===== src/rtl/scroll_msg_display.sv =====
// Scrolling "HELLO" message across NUM_DIGITS active-low 7-segment digits.
// Optional pass counter output enabled by defining SCROLL_PASS_COUNT_EN.
module scroll_msg_display #(
    parameter int NUM_DIGITS = 8,
    parameter int CODE_W     = 3,
    parameter int DIV_W      = 4
) (
    input  logic                         KEY,
    input  logic                         SW,
    input  logic                         run,
    input  logic                         dir,
    input  logic                         clear,
    input  logic [DIV_W-1:0]             rate,
    output logic [NUM_DIGITS*CODE_W-1:0] codes,
    output logic [NUM_DIGITS*7-1:0]      hex,
    output logic                         step,
`ifdef SCROLL_PASS_COUNT_EN
    output logic [7:0]                   passes,
`endif
    output logic [1:0]                   state
);

    typedef enum logic [1:0] {
        IDLE = 2'd0,
        RUN  = 2'd1,
        HOLD = 2'd2
    } state_t;

    localparam logic [CODE_W-1:0] CODE_H     = CODE_W'(0);
    localparam logic [CODE_W-1:0] CODE_E     = CODE_W'(1);
    localparam logic [CODE_W-1:0] CODE_L     = CODE_W'(2);
    localparam logic [CODE_W-1:0] CODE_O     = CODE_W'(3);
    localparam logic [CODE_W-1:0] CODE_BLANK = CODE_W'(7);

    state_t            state_q;
    state_t            state_d;
    logic [CODE_W-1:0] digit [NUM_DIGITS];
    logic [2:0]        idx;
    logic [DIV_W-1:0]  cnt;
    logic              rate_hit;
    logic              do_step;
    logic [CODE_W-1:0] rom_code;

    function automatic logic [CODE_W-1:0] rom_char(input logic [2:0] i);
        logic [CODE_W-1:0] c;
        c = CODE_BLANK;
        case (i)
            3'd0:       c = CODE_H;
            3'd1:       c = CODE_E;
            3'd2, 3'd3: c = CODE_L;
            3'd4:       c = CODE_O;
            default:    c = CODE_BLANK;
        endcase
        return c;
    endfunction

    function automatic logic [6:0] seg_decode(input logic [CODE_W-1:0] c);
        logic [6:0] s;
        s = 7'h7F;
        if (c == CODE_H)      s = 7'h09;
        else if (c == CODE_E) s = 7'h06;
        else if (c == CODE_L) s = 7'h47;
        else if (c == CODE_O) s = 7'h40;
        return s;
    endfunction

    assign state    = state_q;
    assign rom_code = rom_char(idx);
    assign rate_hit = (cnt >= rate);
    // Clear wins over a pending step, so the shift is suppressed outright.
    assign do_step  = (state_q == RUN) && rate_hit && !clear;

    always_ff @(posedge KEY or posedge SW) begin
        if (SW) state_q <= IDLE;
        else    state_q <= state_d;
    end

    always_comb begin
        state_d = state_q;
        if (clear) begin
            state_d = IDLE;
        end else begin
            case (state_q)
                IDLE:    if (run)  state_d = RUN;
                RUN:     if (!run) state_d = HOLD;
                HOLD:    if (run)  state_d = RUN;
                default: state_d = IDLE;
            endcase
        end
    end

    // Prescaler: counts in RUN, frozen in HOLD, held at zero otherwise.
    always_ff @(posedge KEY or posedge SW) begin
        if (SW) begin
            cnt <= '0;
        end else if (clear) begin
            cnt <= '0;
        end else begin
            case (state_q)
                RUN:     cnt <= rate_hit ? '0 : cnt + DIV_W'(1);
                HOLD:    cnt <= cnt;
                default: cnt <= '0;
            endcase
        end
    end

    always_ff @(posedge KEY or posedge SW) begin
        if (SW) begin
            step <= 1'b0;
            idx  <= 3'd0;
            for (int i = 0; i < NUM_DIGITS; i++) digit[i] <= CODE_BLANK;
        end else if (clear) begin
            step <= 1'b0;
            idx  <= 3'd0;
            for (int i = 0; i < NUM_DIGITS; i++) digit[i] <= CODE_BLANK;
        end else begin
            step <= do_step;
            if (do_step) begin
                if (!dir) begin
                    digit[0] <= rom_code;
                    for (int i = 1; i < NUM_DIGITS; i++) digit[i] <= digit[i-1];
                    idx <= idx + 3'd1;
                end else begin
                    digit[NUM_DIGITS-1] <= rom_code;
                    for (int i = 0; i < NUM_DIGITS-1; i++) digit[i] <= digit[i+1];
                    idx <= idx - 3'd1;
                end
            end
        end
    end

`ifdef SCROLL_PASS_COUNT_EN
    logic idx_wrap;
    assign idx_wrap = dir ? (idx == 3'd0) : (idx == 3'd7);

    always_ff @(posedge KEY or posedge SW) begin
        if (SW) begin
            passes <= 8'd0;
        end else if (clear) begin
            passes <= 8'd0;
        end else if (do_step && idx_wrap && (passes != 8'hFF)) begin
            passes <= passes + 8'd1;
        end
    end
`endif

    for (genvar g = 0; g < NUM_DIGITS; g++) begin : g_digit
        assign codes[g*CODE_W +: CODE_W] = digit[g];
        assign hex[g*7 +: 7]             = seg_decode(digit[g]);
    end

endmodule


===== config.mk =====
export PLATFORM = sky130hd
export DESIGN_NAME = scroll_msg_display
export DESIGN_NICKNAME = d
export VERILOG_FILES = /design/src/rtl/scroll_msg_display.sv
export SDC_FILE = /design/constraint.sdc
export NUM_CORES = 1
export LEC_CHECK = 0
export CAP_MARGIN = 20
export CORE_ASPECT_RATIO = 1.75
export CORE_UTILIZATION = 44
export DETAILED_ROUTE_END_ITERATION = 7
export PLACE_DENSITY_LB_ADDON = 0.08
export SYNTH_ARGS = -nofsm -noshare
export SYNTH_HDL_FRONTEND = slang
export SYNTH_SLANG_ARGS = --single-unit

===== constraint.sdc =====
create_clock -name KEY -period 2.1 [get_ports KEY]
set_input_delay 0.42 -clock KEY [delete_from_list [all_inputs] [get_ports KEY]]
set_output_delay 0.42 -clock KEY [all_outputs]
set_load 0.01 [all_outputs]

Word-level counts from Yosys, hierarchy flattened
Index checks and enable logic that the tools add are counted.

cells by class
  add/subtract/negate cells = 3
  magnitude comparators = 1
  equality and inequality tests = 33
  mux-type cells = 47
  reduce and logical (&&, ||, !) cells = 17

operator list
  cell                                                                 count
  7-bit 2-to-1 mux                                                     16
  6-bit 2-to-1 mux                                                     16
  24-bit 2-to-1 mux                                                    3
  3-bit by 2-bit == test with 1-bit output (second input constant)     18
  3-bit by 1-bit == test with 1-bit output (second input constant)     9
  3-bit logical NOT                                                    9
  3-bit case mux with 4 select lines                                   1
  3-bit 2-to-1 mux                                                     3
  4-bit 2-to-1 mux                                                     2
  4-bit case mux with 2 select lines                                   1
  2-bit 2-to-1 mux                                                     3
  4-bit by 1-bit adder with 4-bit output (second input constant)       1
  4-bit greater-or-equal comparator                                    1
  2-bit case mux with 2 select lines                                   1
  2-bit OR reduction                                                   2
  3-bit by 1-bit adder with 3-bit output (second input constant)       1
  3-bit == test (second input constant)                                1
  3-bit by 1-bit != test with 1-bit output (second input constant)     1
  3-bit != test (second input constant)                                1
  3-bit by 1-bit subtractor with 3-bit output (second input constant)  1
  2-bit by 1-bit == test with 1-bit output (second input constant)     1
  2-bit == test (second input constant)                                1
  1-bit logical AND                                                    2
  2-bit logical NOT                                                    1
  other kinds (5)                                                      5

word-level totals
  bits in registers = 34
  input bits = 9
  output and inout bits = 83
  logic and storage cells = 113

Depth between registers and ports, before layout
Gate-level depths: netlist (run 1).

  depth in word-level cells = 6
  mapped depth = 8
  mapped depth without buffers = 7

Least setup slack after synthesis (run 1)
OpenSTA, ideal clock, no wires.

  path kind = input to register
  from = in rate[3]
  to = reg idx[1]
  setup time = 0.083 ns
  arrival time = 1.578 ns
  data required time = 2.017 ns
  path slack = 0.439 ns
  stages = 7
  path buffers = 1
  path through = inv_1 ha_1 a21oi_1 o21ai_2 a21o_4 buf_8 o22ai_4

between the ends
  cells in the longest elaborated chain, start to end = 4

RTL lines
  item                               line  source
  from (decl)                        13    input logic [DIV_W-1:0] rate,
  4-bit greater-or-equal comparator  69    assign rate_hit = (cnt >= rate);
  1-bit logical AND (2 in a row)     71    assign do_step = (state_q == RUN) && rate_hit && !clear;
  2-bit nonzero test (no line)       n/a
  to (signal assigned)               122   idx <= idx + 3'd1;
  to (signal assigned)               126   idx <= idx - 3'd1;
  to (decl)                          38    logic [2:0] idx;

No other way between the ends.
A chain may end at the register's enable or synchronous reset.

Worst setup path in the final report (run 1)
  from = reg digit, in the netlist codes[5]
  to = out hex[9]

between the ends
  cells in the longest elaborated chain, start to end = 5
  elaborated cells between the ends (all ways) = 8
  those cells by class = eq/ne (3); mux (4); reduce/logical (1)

RTL lines
  item                                      line  source
  from (decl)                               37    logic [CODE_W-1:0] digit [NUM_DIGITS];
  from (signal, indexed assignment)         124   digit[NUM_DIGITS-1] <= rom_code;
  3-bit by 2-bit == test with 1-bit output  63    else if (c == CODE_O) s = 7'h40;
  6-bit 2-to-1 mux                          63
  6-bit 2-to-1 mux                          62    else if (c == CODE_L) s = 7'h47;
  7-bit 2-to-1 mux                          61    else if (c == CODE_E) s = 7'h06;
  7-bit 2-to-1 mux (*)                      60    if (c == CODE_H) s = 7'h09;
  to (decl)                                 15    output logic [NUM_DIGITS*7-1:0] hex,

Mark *: on every way between the ends. The rest lies on a longest branch, timed or not.

==> reports/metrics.cfg, run 1 <==
[status]
status = finished with violations
violations = DRC

[floorplanning]
die_h_um = 99.0
std_cell_rows = 35
io_pins = 92
start_util_pct = 45.4
core_mm2 = 0.00521
dieWidth_um = 57.4
dieArea_mm2 = 0.00568

[pwr]
pwr-share-clk_pct = 39.8
p_total_mw = 1.36
p_switching_mw = 0.313
combinationalPowerShare_pct = 10.7
internal-power_mw = 1.04
p_leak_nw = 1.43
sw_frac_of_total_pct = 23.1
peakVddDrop_v = 0.000440
seqPwrFrac_pct = 49.4
powerDensity_mw_per_mm2 = 397

[timing]
worst_slew_pin_slew_ns = 0.495
grt_setup_unrepaired = false
relSlewSlack_pct = 66.9
finalCriticalPeriod_ns = 2.03
clock_skew_ns = 0.00423
timing.final.crit_share_pct = 96.8
slew_viol_final = 0
setup_slack_ns = 0.0678
fmax_mhz = 492
hold_violations = 0
tns_ns = 0
final-setup-viol-count = 0

[final_layout]
final_core_util_pct = 65.5
fin_cells = 362
synthToLayoutAreaGrowth_pct = 44.5
fillers = 436
drive_gt1_share_pct = 25.1
layout.nets = 326
register_area_um2 = 881
multi_input_area_mm2 = 0.00122
diodes = 0

[drt]
via_count = 1923
viasPerCell = 5.31
wl_mm = 5.53
drtPass1Iterations = 6
ant_nets = 0
drc = 11
wl_per_cell_um = 15.3
drt_iter0_drc = 57

[global_routing]
antenna_found_initial = 0
grt_max_degree = 35
grt_pass1_vias = 1797
grt_pass1_wl_mm = 9.12
grt.total_usage_pct = 20.8
grt_overflow = 0

[synth]
synthFlopType = dfstp_2
synth-seq-cells = 34
async_flop_share_pct = 100
seq_area_frac_synth_pct = 37.3
synth.most_common_cell = dfstp_2
synth_nets = 238
synthCells = 218
synthesis.area_mm2 = 0.00236
synth-edff-count = 0
yosysTopAreaCellShare_pct = 26.7
synth_top_cell_by_area = dfstp_2
yosys-top-cells-area = dfstp_2 27%, dfrtp_1 11%, mux2i_1 9.3%
ys_top_cells_by_count = 24 x dfstp_2, 22 x mux2i_1, 17 x buf_4, 17 x nand2b_1, 13 x a2bb2oi_1
syn_avg_cell_area_um2 = 10.8
ys_warn_count = 0
synth.distinct_cells = 41

[placed_design]
post-place-ws_ns = -0.125
gp_congestion = 0.795
numPlacedInstances = 341
io_buffers = 91
hpwl_mm = 4.03

[setup_path]
cp.arrival_ns = 1.61
crit_fanout = 10
crit_type = reg2out
cpMaxStageDelayCell = dfstp_2
critPathCaptureType = primary output
critPathLaunchType = register
path_delay_family = flip-flops
critPathBufInv = 1
cp.required_ns = 1.68
cp_cell_sequence = nand2b_1, clkdlybuf4s50_1
max_stage_delay_ns = 0.63

[clock_network]
clock_latency_ns = 0.28
cts_made_buffers = 5
clock_sinks = 34
htreeDepth = 2
clock-root-buffer = clkbuf_8
cts_tree = built
clk_pin_slew_ns = 0.07
cts_buffer_depth = 2

[worst_hold_path]
hp-class = in2async

[job]
maxCapViolations = 0

-- stage by stage --
stage                     area (um2)  hold slack [ns]
after CTS                       3330            0.549
after global routing            3420            0.569
after global placement          3210            0.536
final                           3420            0.528
after detailed placement        3210            0.542
after floorplan                 2360            0.486
-- logic make-up (layout without fill, tap and decap cells) --
group	count (synthesis)	in the layout	synth area share, %
AO/OA/AOI/OAI	50	50	20.3
AND/OR/NAND/NOR	49	49	12.1
buffers and inverters	41	130	11.0
flip-flops	34	34	37.3
multiplexers	23	23	9.79
adder cells (fa/ha/maj)	11	11	5.82
XOR/XNOR	10	10	3.71
-- power groups by stage --
stage | clock, mW | sequential, mW | combinational, mW
2_1_floorplan | 0 | 0.680 | 0.0997
3_3_place_gp | 0 | 0.680 | 0.146
3_5_place_dp | 0 | 0.680 | 0.147
4_1_cts | 0.551 | 0.670 | 0.148
5_1_grt | 0.577 | 0.671 | 0.160
6_report | 0.540 | 0.670 | 0.145
-- path summary, 6_finish.rpt --
path / from / endpoint / slack [ns] / depth (start not counted)
worst max-delay path: codes[5]$_DFFE_PP1P_ / hex[9] / 0.07 / 2
worst min-delay path: SW / idx[2]$_DFFE_PP0P_ / 0.53 / 3
worst max register to register: cnt[0]$_DFFE_PP0P_ / codes[23]$_DFFE_PP1P_ / 0.37 / 6
worst min register to register: codes[21]$_DFFE_PP1P_ / codes[21]$_DFFE_PP1P_ / 0.55 / 1
max in group asynchronous: SW / codes[21]$_DFFE_PP1P_ / 1.23 / 3
min in group KEY: codes[21]$_DFFE_PP1P_ / codes[21]$_DFFE_PP1P_ / 0.55 / 1
-- sequential cells by signal, indices dropped and copies added (netlist names) --
register / count
step: 1
cnt: 4
codes: 24
state: 2
idx: 3
-- metal layers --
metal | vias to the layer above | GRT usage (%) | share of wire (%)
li1 | 919 | - | -
met1 | 938 | 22.4 | 37
met2 | 61 | 39.9 | 58
met3 | 5 | 3.15 | 4.2
met4 | 0 | 6.19 | 0.92
met5 | - | 0 | 0
-- worst reg2reg max path: cells and delay by family (launching register included) --
family,cells,cell delay (ns)
simple gates,1,0.23
buf+inv,1,0.07
fa+ha+maj,1,0.28
flops,1,0.38
compound gates,3,0.69
-- cell usage in the layout, fill, tap and decap left out, types with 2 or more instances in the layout --
cell type        netlist  final
a21oi_1                2      2
a22o_1                 2      2
a2bb2oi_1             13     13
a2bb2oi_2              9      9
buf_12                 0      2
buf_4                 17     19
clkbuf_1               8      2
clkbuf_8               0      5
clkdlybuf4s50_1        0     89
dfrtp_1               10     10
dfstp_2               24     24
dlymetal6s2s_1         0      2
ha_1                  11     11
inv_1                  9      9
mux2i_1               22     22
nand2_1                4      4
nand2b_1              17     17
nand3_1                3      3
nor2_1                 7      7
nor2b_1                2      2
nor3b_1                3      3
o21ai_0                5      5
o21bai_1               8      8
o22a_1                 2      2
or2_2                  8      8
xnor2_1               10     10
-- timing repair --
action / CTS / global route
endpoints found under the setup margin: 1 / 10
endpoints found under the hold margin: 0 / 0
gates resized for setup: 0 / 2
hold buffers: 0 / 0
buffers inserted: 2 / 11
-- area by class of cell --
class,count,share of cell area [%]
well taps,55,2.01
inverters,10,1.25
multi-input cells,143,35.8
clock buffers,8,2.97
flip-flops and latches,34,25.8
repair buffers,112,32.2
Note: power is estimated with default switching activity, not from simulation.
==> run 2: changes to the inputs <==
--- a/config.mk
+++ b/config.mk
@@ -9,6 +9,7 @@
 export CORE_ASPECT_RATIO = 1.75
 export CORE_UTILIZATION = 44
 export DETAILED_ROUTE_END_ITERATION = 7
+export GPL_TIMING_DRIVEN = 0
 export PLACE_DENSITY_LB_ADDON = 0.08
 export SYNTH_ARGS = -nofsm -noshare
 export SYNTH_HDL_FRONTEND = slang
==> run 2 against run 1 <==
Compared with the run above:
- the run still ends with DRC left
- worst hold slack improved by 0.015 ns
- core utilization increased by 5.9 points
- die area unchanged
- clock power decreased by 16%
- largest cell class is now buffers
- highest routed layer unchanged
==> reports/metrics.cfg, run 2 (synthesis results as in run 1) <==
[timing]
worst_slew_pin_slew_ns = 0.847  ; +0.352 ns
fmax_mhz = 487  ; -1.1%
setup_slack_ns = 0.0450  ; -0.0228 ns
slew_viol_final = 0  ; unchanged
clock_skew_ns = 0.00395  ; -0.000275 ns
hold_violations = 0  ; unchanged
timing.final.crit_share_pct = 97.9  ; +1.1 points
finalCriticalPeriod_ns = 2.05  ; +0.0228 ns
tns_ns = 0  ; unchanged
final-setup-viol-count = 0  ; unchanged
relSlewSlack_pct = 43.5  ; -23 points
grt_setup_unrepaired = false

[final_layout]
layout_commonest_cell = clkdlybuf4s50_1
fillers = 421  ; -3.4%
synthToLayoutAreaGrowth_pct = 57.6
final_core_util_pct = 71.5  ; +5.9 points
diodes = 0  ; unchanged
drive_gt1_share_pct = 32.0  ; +6.9 points
layout_common_cells = 80 x clkdlybuf4s50_1, 44 x buf_4, 24 x dfstp_2
largest_register_ff_count = 24  ; unchanged
register_area_um2 = 881  ; unchanged
multi_input_area_mm2 = 0.00124  ; +1.2%
layout.nets = 366  ; +12%

[clock_network]
cts_tree = built
clock_latency_ns = 0.28  ; about the same
cts_hold_buf = 0  ; unchanged
htreeDepth = 2  ; unchanged
cts_made_buffers = 5  ; unchanged
cts_buffer_depth = 2  ; unchanged
clock-root-buffer = clkbuf_8
clk_pin_slew_ns = 0.07  ; about the same
clock_sinks = 34  ; unchanged

[pwr]
p_leak_nw = 1.59  ; +11%
combinationalPowerShare_pct = 12.3  ; +1.6 points
p_switching_mw = 0.302  ; -3.5%
pwr-share-clk_pct = 35.4  ; -4.4 points
sw_frac_of_total_pct = 23.6  ; +0.50 points
internal-power_mw = 0.979  ; -6.2%
seqPwrFrac_pct = 52.3  ; +2.9 points
powerDensity_mw_per_mm2 = 344  ; -13%
peakVddDrop_v = 0.000403  ; -8.4%

[setup_path]
max_stage_delay_ns = 0.57  ; -0.06 ns
startpoint = codes[22]$_DFFE_PP1P_
crit-reg2reg-launch = cnt[0]$_DFFE_PP0P_
crit_type = reg2out
cp_cell_sequence = buf_4, or2_2, clkdlybuf4s50_1
path_delay_family = buffers and inverters
critPathCaptureType = primary output
cp.required_ns = 1.68  ; about the same
cpMaxStageDelayCell = dfstp_2
critPathLaunchType = register
critPathBufInv = 2  ; +1
cp.arrival_ns = 1.63  ; +0.02 ns
crit_fanout = 5  ; -5

[drt]
drc = 11  ; unchanged
wl_mm = 6.20  ; +12%
drtPass1Iterations = 6  ; unchanged
via_count = 2089  ; +8.6%
ant_nets = 0  ; unchanged
drt_iter0_drc = 59  ; +3.5%
wl_per_cell_um = 15.4  ; +0.89%
viasPerCell = 5.20  ; -2.2%

[global_routing]
grt_pass1_wl_mm = 9.77  ; +7.1%
grt_pass1_vias = 1949  ; +8.5%
grt_max_degree = 20  ; -43%
grt.total_usage_pct = 22.5  ; +1.7 points
antenna_found_initial = 0  ; unchanged
grt_overflow = 0  ; unchanged

[floorplanning]
die_h_um = 99.0  ; unchanged
dieArea_mm2 = 0.00568  ; unchanged
core_mm2 = 0.00521  ; unchanged
std_cell_rows = 35  ; unchanged
dieWidth_um = 57.4  ; unchanged
start_util_pct = 45.4  ; unchanged
io_pins = 92  ; unchanged

[status]
status = finished with violations
violations = DRC

[job]
maxCapViolations = 0  ; unchanged

[worst_hold_path]
hp-class = reg2reg
hold_start = codes[16]$_DFFE_PP1P_

[placed_design]
gp_congestion = 0.736  ; -7.4%
io_buffers = 91  ; unchanged
hpwl_mm = 4.36  ; +8.0%
post-place-ws_ns = -0.177  ; -0.0523 ns

==> run 2: cell count changes in the layout (fill, tap and decap cells not counted), moves of 2 or more <==
cell | previous run | this run
buf_4 | 19 | 44
buf_6 | 0 | 3
buf_2 | 0 | 2
dlymetal6s2s_1 | 2 | 9
clkbuf_1 | 2 | 11
clkdlybuf4s50_1 | 89 | 80
==> run 2: metrics by stage <==
step | area, um2 | hold WS [ns] | std cells | total power [mW]
detailed placement | 3370 | 0.535 | 365 | 0.837
finish | 3720 | 0.543 | 402 | 1.28
global placement | 3340 | 0.535 | 364 | 0.828
CTS | 3640 | 0.545 | 397 | 1.29
floorplan | 2360 | 0.486 | 218 | 0.780
global route | 3720 | 0.547 | 402 | 1.33
==> run 2: layout make-up <==
cell class                 instances  share of cell area [%]
sequential                        34                    23.6
timing repair buffer             121                    32.1
inverter                          10                    1.14
multi-input combinational        143                    33.3
tap                               55                    1.85
buffer                            31                    5.81
clock buffer                       8                    2.15
==> run 2: worst reg2reg max path: cells and delay by family (launching register included) <==
kind,cells,cell delay [ns]
AO/OA/AOI/OAI,2,0.32
adder cells (fa/ha/maj),1,0.28
buffers and inverters,3,0.33
flip-flops,1,0.37
AND/OR/NAND/NOR,2,0.40
==> run 2: what timing repair did <==
item                       in CTS  in global routing
buffers inserted               24                  5
setup endpoints to repair       9                 14
resized for setup               1                 12
==> run 2: path summary, 6_finish.rpt <==
path,slack (ns),cells past startpoint,to
min reg2reg,0.54,1,codes[16]$_DFFE_PP1P_
min in group asynchronous,0.61,2,idx[1]$_DFFE_PP0P_
max reg2reg,0.31,8,codes[11]$_DFFE_PP1P_
min,0.54,1,codes[16]$_DFFE_PP1P_
max in group asynchronous,0.85,3,codes[11]$_DFFE_PP1P_
max,0.05,3,hex[55]
==> run 2: metal layers <==
layer / part of all wire (%) / up-vias / track usage [%]
li1: - / 1007 / -
met1: 37 / 1018 / 23.2
met2: 58 / 56 / 44.0
met3: 3.5 / 8 / 3.02
met4: 2.0 / 0 / 7.69
met5: 0 / - / 0
==> run 2: power groups by stage <==
stage | Sequential (mW) | Combinational (mW) | Clock, mW
2_1_floorplan | 0.680 | 0.0997 | 0
3_3_place_gp | 0.680 | 0.148 | 0
3_5_place_dp | 0.680 | 0.156 | 0
4_1_cts | 0.669 | 0.160 | 0.464
5_1_grt | 0.670 | 0.172 | 0.487
6_report | 0.669 | 0.158 | 0.454
